File: src/rtl/encoder_pkg.sv
// Shared widths, reset value and output payload for the 8-to-3 encoder.
package encoder_pkg;

  localparam int unsigned DATA_W = 8;
  localparam int unsigned CODE_W = $clog2(DATA_W);
  localparam int unsigned CNT_W  = $clog2(DATA_W + 1);

  localparam logic [CODE_W-1:0] CODE_RST = 3'd0;

  typedef struct packed {
    logic [CODE_W-1:0] code;
    logic              valid;
    logic              multi;
  } enc_out_t;

  localparam enc_out_t ENC_OUT_RST = '{code: CODE_RST, valid: 1'b0, multi: 1'b0};

endpackage : encoder_pkg

File: src/rtl/encoder_8x3_if.sv
// Request vector in, combinational and registered index/flags out.
interface encoder_8x3_if;
  import encoder_pkg::*;

  logic [DATA_W-1:0] data;
  logic [CODE_W-1:0] code;
  logic              valid;
  logic              multi;
  logic [CODE_W-1:0] code_q;
  logic              valid_q;
  logic              multi_q;

  modport master (
    output data,
    input  code, valid, multi, code_q, valid_q, multi_q
  );

  modport slave (
    input  data,
    output code, valid, multi, code_q, valid_q, multi_q
  );

endinterface : encoder_8x3_if

File: src/rtl/encoder_8x3_core.sv
// Purely combinational priority encoder with valid and multi-hot flags.
module encoder_8x3_core
  import encoder_pkg::*;
#(
  parameter bit HIGH_PRIORITY = 1'b1
) (
  input  logic [DATA_W-1:0] data_i,
  output enc_out_t          out_o
);

  logic [CODE_W-1:0] code_c;
  logic [CNT_W-1:0]  cnt_c;

  // Scan order sets the winner: the last set bit visited overwrites earlier ones.
  always_comb begin
    code_c = CODE_RST;
    if (HIGH_PRIORITY) begin
      for (int i = 0; i < int'(DATA_W); i++) begin
        if (data_i[i]) code_c = CODE_W'(i);
      end
    end else begin
      for (int i = int'(DATA_W) - 1; i >= 0; i--) begin
        if (data_i[i]) code_c = CODE_W'(i);
      end
    end
  end

  always_comb begin
    cnt_c = '0;
    for (int i = 0; i < int'(DATA_W); i++) begin
      cnt_c = cnt_c + CNT_W'(data_i[i]);
    end
  end

  always_comb begin
    out_o       = ENC_OUT_RST;
    out_o.code  = code_c;
    out_o.valid = |data_i;
    out_o.multi = (cnt_c >= CNT_W'(2));
  end

endmodule : encoder_8x3_core

File: src/rtl/encoder_8x3.sv
// 8-to-3 encoder top: combinational core plus async-reset output register stage.
module encoder_8x3
  import encoder_pkg::*;
#(
  parameter bit HIGH_PRIORITY = 1'b1
) (
  input  logic          clk,
  input  logic          rst,
  encoder_8x3_if.slave  bus
);

  enc_out_t enc_c;
  enc_out_t out_d;
  enc_out_t out_q;

  encoder_8x3_core #(
    .HIGH_PRIORITY (HIGH_PRIORITY)
  ) u_core (
    .data_i (bus.data),
    .out_o  (enc_c)
  );

  assign out_d = enc_c;

  always_ff @(posedge clk or posedge rst) begin
    if (rst) begin
      out_q <= ENC_OUT_RST;
    end else begin
      out_q <= out_d;
    end
  end

  assign bus.code    = enc_c.code;
  assign bus.valid   = enc_c.valid;
  assign bus.multi   = enc_c.multi;
  assign bus.code_q  = out_q.code;
  assign bus.valid_q = out_q.valid;
  assign bus.multi_q = out_q.multi;

endmodule : encoder_8x3

File: src/flat_wrapper.sv
// flat-port wrapper written by rule: the top's interface ports become plain ports
module encoder_8x3_flat import encoder_pkg::*;
#(
  parameter bit HIGH_PRIORITY = 1'b1
)
  (clk, rst, bus_data, bus_code, bus_valid, bus_multi, bus_code_q, bus_valid_q, bus_multi_q);
  encoder_8x3_if bus_i ();
  input  logic clk;
  input  logic rst;
  input wire logic [$bits(bus_i.data)-1:0] bus_data;
  output wire logic [$bits(bus_i.code)-1:0] bus_code;
  output wire logic [$bits(bus_i.valid)-1:0] bus_valid;
  output wire logic [$bits(bus_i.multi)-1:0] bus_multi;
  output wire logic [$bits(bus_i.code_q)-1:0] bus_code_q;
  output wire logic [$bits(bus_i.valid_q)-1:0] bus_valid_q;
  output wire logic [$bits(bus_i.multi_q)-1:0] bus_multi_q;
  assign bus_i.data = bus_data;
  assign bus_code = bus_i.code;
  assign bus_valid = bus_i.valid;
  assign bus_multi = bus_i.multi;
  assign bus_code_q = bus_i.code_q;
  assign bus_valid_q = bus_i.valid_q;
  assign bus_multi_q = bus_i.multi_q;
  encoder_8x3 #(.HIGH_PRIORITY(HIGH_PRIORITY)) u_core (.clk(clk), .rst(rst), .bus(bus_i));
endmodule
File: config.mk
export PLATFORM = sky130hd
export DESIGN_NAME = encoder_8x3_flat
export DESIGN_NICKNAME = d
export VERILOG_FILES = /design/src/rtl/encoder_pkg.sv /design/src/rtl/encoder_8x3_if.sv /design/src/rtl/encoder_8x3_core.sv /design/src/rtl/encoder_8x3.sv /design/src/flat_wrapper.sv
export SDC_FILE = /design/constraint.sdc
export NUM_CORES = 1
export LEC_CHECK = 0
export CORE_AREA = 2 2 39 41
export CTS_CLUSTER_DIAMETER = 60
export CTS_CLUSTER_SIZE = 28
export DETAILED_ROUTE_END_ITERATION = 10
export DIE_AREA = 0 0 41 43
export SLEW_MARGIN = 30
export SYNTH_ARGS = -nofsm -noshare
export SYNTH_HDL_FRONTEND = slang
export SYNTH_SLANG_ARGS = --single-unit
File: constraint.sdc
create_clock -name clk -period 6.59 [get_ports clk]
set_clock_uncertainty 0.15 [all_clocks]
set_input_delay 1.977 -clock clk [delete_from_list [all_inputs] [get_ports clk]]
set_output_delay 1.977 -clock clk [all_outputs]
set_load 0.02 [all_outputs]
Word level (Yosys, flattened, before mapping) --
Cells that the tools add are included. Widths: inputs -> output; s select.
Cells by class: reductions and logical operators 1, $add $sub $neg 7, shift-type cells 0, eq/ne operators 0, bitwise logic cells 0, order comparisons 1, multipliers 0, div/mod/pow operators 0, muxes and demuxes 7
Operators with widths (count):
- $mux 3 | 6
- $add 4x1->4 | 4
- $reduce_or 8->1 | 1
- $add 3x1->4 | 1
- $ge 4x2->1 const B | 1
- $add 2x1->3 | 1
- $add 1x1->2 | 1
- $mux 1 | 1
Word-level totals: memories kept 0, input bits 10, bits in writable memories 0, bits in latches 0, bits in read-only memories 0, register bits 5

Longest topological paths before layout --
Gate-level depths: netlist of the first run.
depth after elaboration 8, depth in mapped cells 9

Cells and area by module --
Synthesis of the first run repeated with hierarchy kept, for this count alone.
Second synthesis, totals: cell total of the unflattened synthesis 37, area total of the unflattened synthesis 375.4 sq um
By module, submodules not included:
- encoder_8x3_core | seq. area each 0.0 sq um, area an instance 246.5 sq um, times used 1, cells an instance 31
- encoder_8x3 | seq. area each 125.1 sq um, area an instance 128.9 sq um, times used 1, cells an instance 6

Least setup slack after synthesis of the first run --
Ideal clock, no wire load.
path type input-to-output, start input bus_data[0], end output bus_multi, required time 4.463 ns, buffers on the path 0, cell stages on the path 9, data arrival time 4.471 ns, path slack -0.008 ns, cell sequence fa_1 > inv_1 > fa_1 > fa_1 > inv_1 > ha_1 > fa_1 > and3_1 > o21bai_2
On the way: longest elaborated chain between the ends 8
Ends and longest elaborated chain:
- from (decl) | line flat_wrapper.sv:10 | input wire logic [$bits(bus_i.data)-1:0] bus_data;
- $add 1x1->2 | line encoder_8x3_core.sv:31 | cnt_c = cnt_c + CNT_W'(data_i[i]);
- $add 2x1->3 | line encoder_8x3_core.sv:31
- $add 3x1->4 | line encoder_8x3_core.sv:31
- $add 4x1->4 (4 in a row) | line encoder_8x3_core.sv:31
- $ge 4x2->1 | line encoder_8x3_core.sv:39 | out_o.multi = (cnt_c >= CNT_W'(2));
- to (decl) | line flat_wrapper.sv:13 | output wire logic [$bits(bus_i.multi)-1:0] bus_multi;
No other way between the ends.

Final worst setup path of the first run --
start input bus_data[3], end output bus_multi
On the way: longest elaborated chain between the ends 6
Ends and longest elaborated chain (line):
- $add 3x1->4 | encoder_8x3_core.sv:31
- $add 4x1->4 (4 in a row) | encoder_8x3_core.sv:31
- $ge 4x2->1 | encoder_8x3_core.sv:39
No other way between the ends.

==> flow_summary.ini, run 1 <==
[run_status]
outcome = finished, violations left
violations = negative setup slack

[global_routing]
grt_pass1_vias = 365
grt_usage_pct = 11.7
grt_pass1_wl_um = 1340
antenna_found_initial = 0
grt_max_degree = 6
grt-ovfl-total = 0

[layout]
fillCellCount = 133
nets = 86
layout_common_cells = clkdlybuf4s50_1 (15), inv_1 (12), buf_4 (6), dfrtp_1 (5)
regArea_um2 = 125
drive_above_1_share_pct = 26.9
area_growth_pct = 78.9
final_common_cell = clkdlybuf4s50_1
diodes = 0
multiInputGateArea_um2 = 223

[setup_path]
slowest_delay_ns = 0.52
cp.required_ns = 4.46
slowest_stage = fa_1
cp-start-kind = input pin
cp_top_family = adder cells
path_cells = buf_6 -> fa_1 -> inv_1 -> fa_1 -> fa_1 -> inv_1 -> ha_2 -> fa_2 -> and3_4 -> o21bai_4 -> buf_6
cp.arrival_ns = 4.59
cp_num_buf_inv = 4
worstPathMaxFanout = 2
worstSetupPathType = in2out
cpMostUsedCell = fa_1
cp-end-kind = output port

[placement]
place.detailed.hpwl_um = 715
gp_congestion = 0.684
dp_slack_ns = -1.07
port_buffers = 19

[power]
power.leakage_nw = 0.322
ir_drop_v = 0.0000777
powerDensity_nw_per_um2 = 210

[floorplan]
row_count = 14
start_util_pct = 26.9
die_y_um = 43
core_area_um2 = 1380
dieArea_um2 = 1760
ios = 20
die_x_um = 41

[routing]
wl_um = 828
drc = 0
drt_iter0_drc = 2
via_count = 358
avgViaCountPerCell = 4.31
drtAntennaViolNets = 0
wire_per_inst_um = 9.98
drt_pass1_iterations = 2

[cts]
postCtsSetupRepairBufs = 0
clkSlewWorstSetupHoldPaths_ns = 0.04
cts_max_path_buffers = 2
clockRootBuffer = clkbuf_4
numCtsBuffers = 3
h-tree-depth = 1
clkSinkCount = 5
tritoncts = built

[sta]
finalHoldViolCount = 0
drv_slew = 0
fin_ws_ns = -0.124
min_period_ns = 6.71
rsz0062_at_grt = yes
fin_setup_tns_ns = -0.124
finalSetupViolations = 1
holdWs_ns = 1.79
slew_headroom_pct = 78.4
tightest_slew_ns = 0.322
post-route-period-util_pct = 102
fmax_mhz = 149

[yosys]
syn_area_per_cell_um2 = 9.81
ys_seq_area_share_pct = 33.6
synth-seq-cells = 5
ys_top_cells_by_area = dfrtp_1 (34%), fa_1 (21%), ha_1 (13%), inv_1 (12%), a21oi_1 (4.0%)
synth_fp_nets = 56
synth_top_area_cell = dfrtp_1
netlist_instances = 38
synth.top_cell.area_share_pct = 33.6
synth_warnings = 0
yosys.cell_types.count = 11
synth_area_um2 = 373

[run]
cap_violations = 0

[min_path]
hold_path_class = in2async
[cell usage after synthesis, drive strengths merged]
master	number
o21bai	1
o31ai	2
inv	12
fa	4
ha	4
a21oi	3
and3	1
dfrtp	5
nor2	4
nand4	1
nand2	1
[timing repair]
action,4_1_cts,5_1_grt
endpoints found under the setup margin,1,1
gates resized for setup,23,0
hold buffers,0,0
pin swaps,5,3
[per-stage QoR]
step                      util (%)  cell area [µm²]  instances  power, mW
final                         48.2              667         83      0.140
after global routing          48.2              667         83      0.153
after CTS                     48.2              667         83      0.142
after detailed placement      45.9              636         79      0.103
after global placement        45.9              636         79      0.102
after floorplan                  -              380         38     0.0737
[final cells by class]
type	count	share of cell area (%)
clock buffers	4	3.94
multi-input cells	21	33.4
repair buffers	25	34.1
inverters	12	6.75
flip-flops and latches	5	18.8
well taps	16	3.00
[registers in the layout (all words and copies together), names as in the netlist]
register and cells:
u_core.bus.valid_q 1, u_core.bus.code_q 3, u_core.bus.multi_q 1
[metal layers]
metal | up-vias | track usage [%] | part of all wire, %
met2 | 15 | 19.7 | 50
met5 | - | 0 | 0
met3 | 0 | 3.66 | 9.8
met4 | 0 | 8.00 | 0
li1 | 173 | - | -
met1 | 170 | 11.0 | 40
[power breakdown]
group | internal [mW] | switching, mW
Clock | 0.0228 | 0.0111
Sequential | 0.0345 | 0.000927
Combinational | 0.0377 | 0.0331
[path summary, 6_finish.rpt]
check,start,end,slack [ns],cells after the start
setup / recovery,bus_data[3],bus_multi,-0.12,11
hold / removal,rst,u_core.bus.code_q[1],1.79,2
max in group asynchronous,rst,u_core.bus.valid_q,4.33,2
min in group clk,bus_data[3],u_core.bus.valid_q,2.00,4
[logic make-up (layout without fill, tap and decap cells)]
group                    after synthesis  count (layout)  share of synthesized area, %
AO/OA/AOI/OAI                          6               6                          11.1
flip-flops                             5               5                          33.6
AND/OR/NAND/NOR                        7               7                          8.39
adder cells (fa/ha/maj)                8               8                          34.9
buffers and inverters                 12              41                          12.1
Power figures use the tool's default switching activity.
==> run 2, diff against run 1 <==
--- a/config.mk
+++ b/config.mk
@@ -7,7 +7,6 @@
 export LEC_CHECK = 0
 export CORE_AREA = 2 2 39 41
 export CTS_CLUSTER_DIAMETER = 60
-export CTS_CLUSTER_SIZE = 28
 export DETAILED_ROUTE_END_ITERATION = 10
 export DIE_AREA = 0 0 41 43
 export SLEW_MARGIN = 30
==> constraint.sdc (replaced) <==
create_clock -name clk -period 5.5 [get_ports clk]
set_clock_uncertainty 0.15 [all_clocks]
set_input_delay 1.65 -clock clk [delete_from_list [all_inputs] [get_ports clk]]
set_output_delay 1.65 -clock clk [all_outputs]
set_load 0.02 [all_outputs]
==> run 2 against run 1 <==
Against the previous run: the run still ends with negative setup slack left; sequential share of layout area down 0.31 points; core utilization up 0.81 points; critical path type unchanged; via count up 2.5%; largest cell class unchanged; flip-flop and latch count unchanged; wire length down 3.4%; critical path depth unchanged.
==> flow_summary.ini, run 2 (synthesis results as in run 1) <==
[sta]
drv_slew = 0
fin_ws_ns = -0.556
finalSetupViolations = 1
rsz0062_at_grt = yes
finalHoldViolCount = 0
fmax_mhz = 165
slew_headroom_pct = 79.7
tightest_slew_ns = 0.302
min_period_ns = 6.06
post-route-period-util_pct = 110

[global_routing]
grt_max_degree = 6
grt-ovfl-total = 0
antenna_found_initial = 0
met1_usage_pct = 11.6
grt_use_met2_pct = 18.4
grt_pass1_vias = 349
met3_usage_pct = 1.57
grt_pass1_wl_um = 1290
busiest_layer = met2
grt_usage_pct = 11.3

[layout]
fin_util_pct = 49.0
final_common_cell = clkdlybuf4s50_1
drive_above_1_share_pct = 27.9
nets = 87
area_growth_pct = 81.9
layout_common_cells = clkdlybuf4s50_1 (15), inv_1 (12), buf_4 (7), dfrtp_1 (5)
largest_reg_flops = 3
fillCellCount = 160
diodes = 0

[power]
finalPower_mw = 0.173
powerDensity_nw_per_um2 = 255
power.leakage_nw = 0.328
ir_drop_v = 0.000149

[setup_path]
cp.required_ns = 3.70
cp.arrival_ns = 4.26
cp-start-kind = input pin
worstSetupPathType = in2out
worstPathMaxFanout = 2
cp-end-kind = output port

[placement]
place.detailed.hpwl_um = 710
port_buffers = 19
dp_slack_ns = -1.42
gp_congestion = 0.694

[floorplan]
core_area_um2 = 1380
row_count = 14
die_x_um = 41
dieArea_um2 = 1760
die_y_um = 43
start_util_pct = 26.9
ios = 20

[cts]
h-tree-depth = 1
cts_hold_buf = 0
clkSinkCount = 5
numCtsBuffers = 3
clkSlewWorstSetupHoldPaths_ns = 0.04
tritoncts = built
clockRootBuffer = clkbuf_4
cts_max_path_buffers = 2

[routing]
wire_per_inst_um = 9.52
drt_pass1_iterations = 3
drc = 0
avgViaCountPerCell = 4.37
drtAntennaViolNets = 0
drt_iter0_drc = 4
wl_um = 800
via_count = 367

[min_path]
hold_path_class = in2async

[run_status]
outcome = finished, violations left
violations = negative setup slack

[run]
cap_violations = 0
run 2: worst paths after layout:
check                                  endpoint  depth (start not counted)   startpoint
min in group clk             u_core.bus.valid_q                          4  bus_data[3]
max in group asynchronous  u_core.bus.code_q[0]                          2          rst
max                                   bus_multi                         11  bus_data[3]
min                          u_core.bus.valid_q                          2          rst
run 2: power breakdown:
| part | internal [mW] | switching, mW |
|---|---|---|
| sequential | 0.0413 | 0.000872 |
| clock | 0.0274 | 0.0146 |
| combinational | 0.0490 | 0.0399 |
| total | 0.118 | 0.0553 |
run 2: critical path, stage by stage:
cell and delay (ns):
buf_8 0.10, fa_1 0.53, inv_1 0.05, fa_1 0.45, fa_1 0.49, inv_1 0.05
ha_2 0.17, fa_2 0.35, and3_4 0.17, o21bai_4 0.12, buf_6 0.13
run 2: what timing repair did:
| action | CTS | global route |
|---|---|---|
| pin swaps | 5 | 4 |
| gates cloned | 0 | 0 |
| setup buffers | 1 | 0 |
| setup endpoints to repair | 1 | 1 |
| resized for setup | 20 | 1 |
run 2: area by class of cell:
type                       instances  area [µm²]  area share [%]
sequential                         5         125            18.5
clock buffer                       4        26.3            3.87
multi-input combinational         21         223            32.8
inverter                          12        45.0            6.64
timing repair buffer              26         239            35.2
tap                               16        20.0            2.95
run 2: metrics by stage:
step	TNS [ns]	area (µm²)	hold WS, ns	std cells
after global routing	-0.651	678	1.48	84
final	-0.556	678	1.46	84
after detailed placement	-1.42	646	1.72	79
after global placement	-1.38	646	1.71	79
after CTS	-0.702	674	1.46	84
after floorplan	-0.302	390	1.28	38
run 2: per-layer routing:
| metal | share of wire [%] | vias up |
|---|---|---|
| met5 | 0 | - |
| met4 | 2.6 | 0 |
| met3 | 7.2 | 2 |
| met2 | 52 | 18 |
| met1 | 38 | 172 |
| li1 | - | 175 |
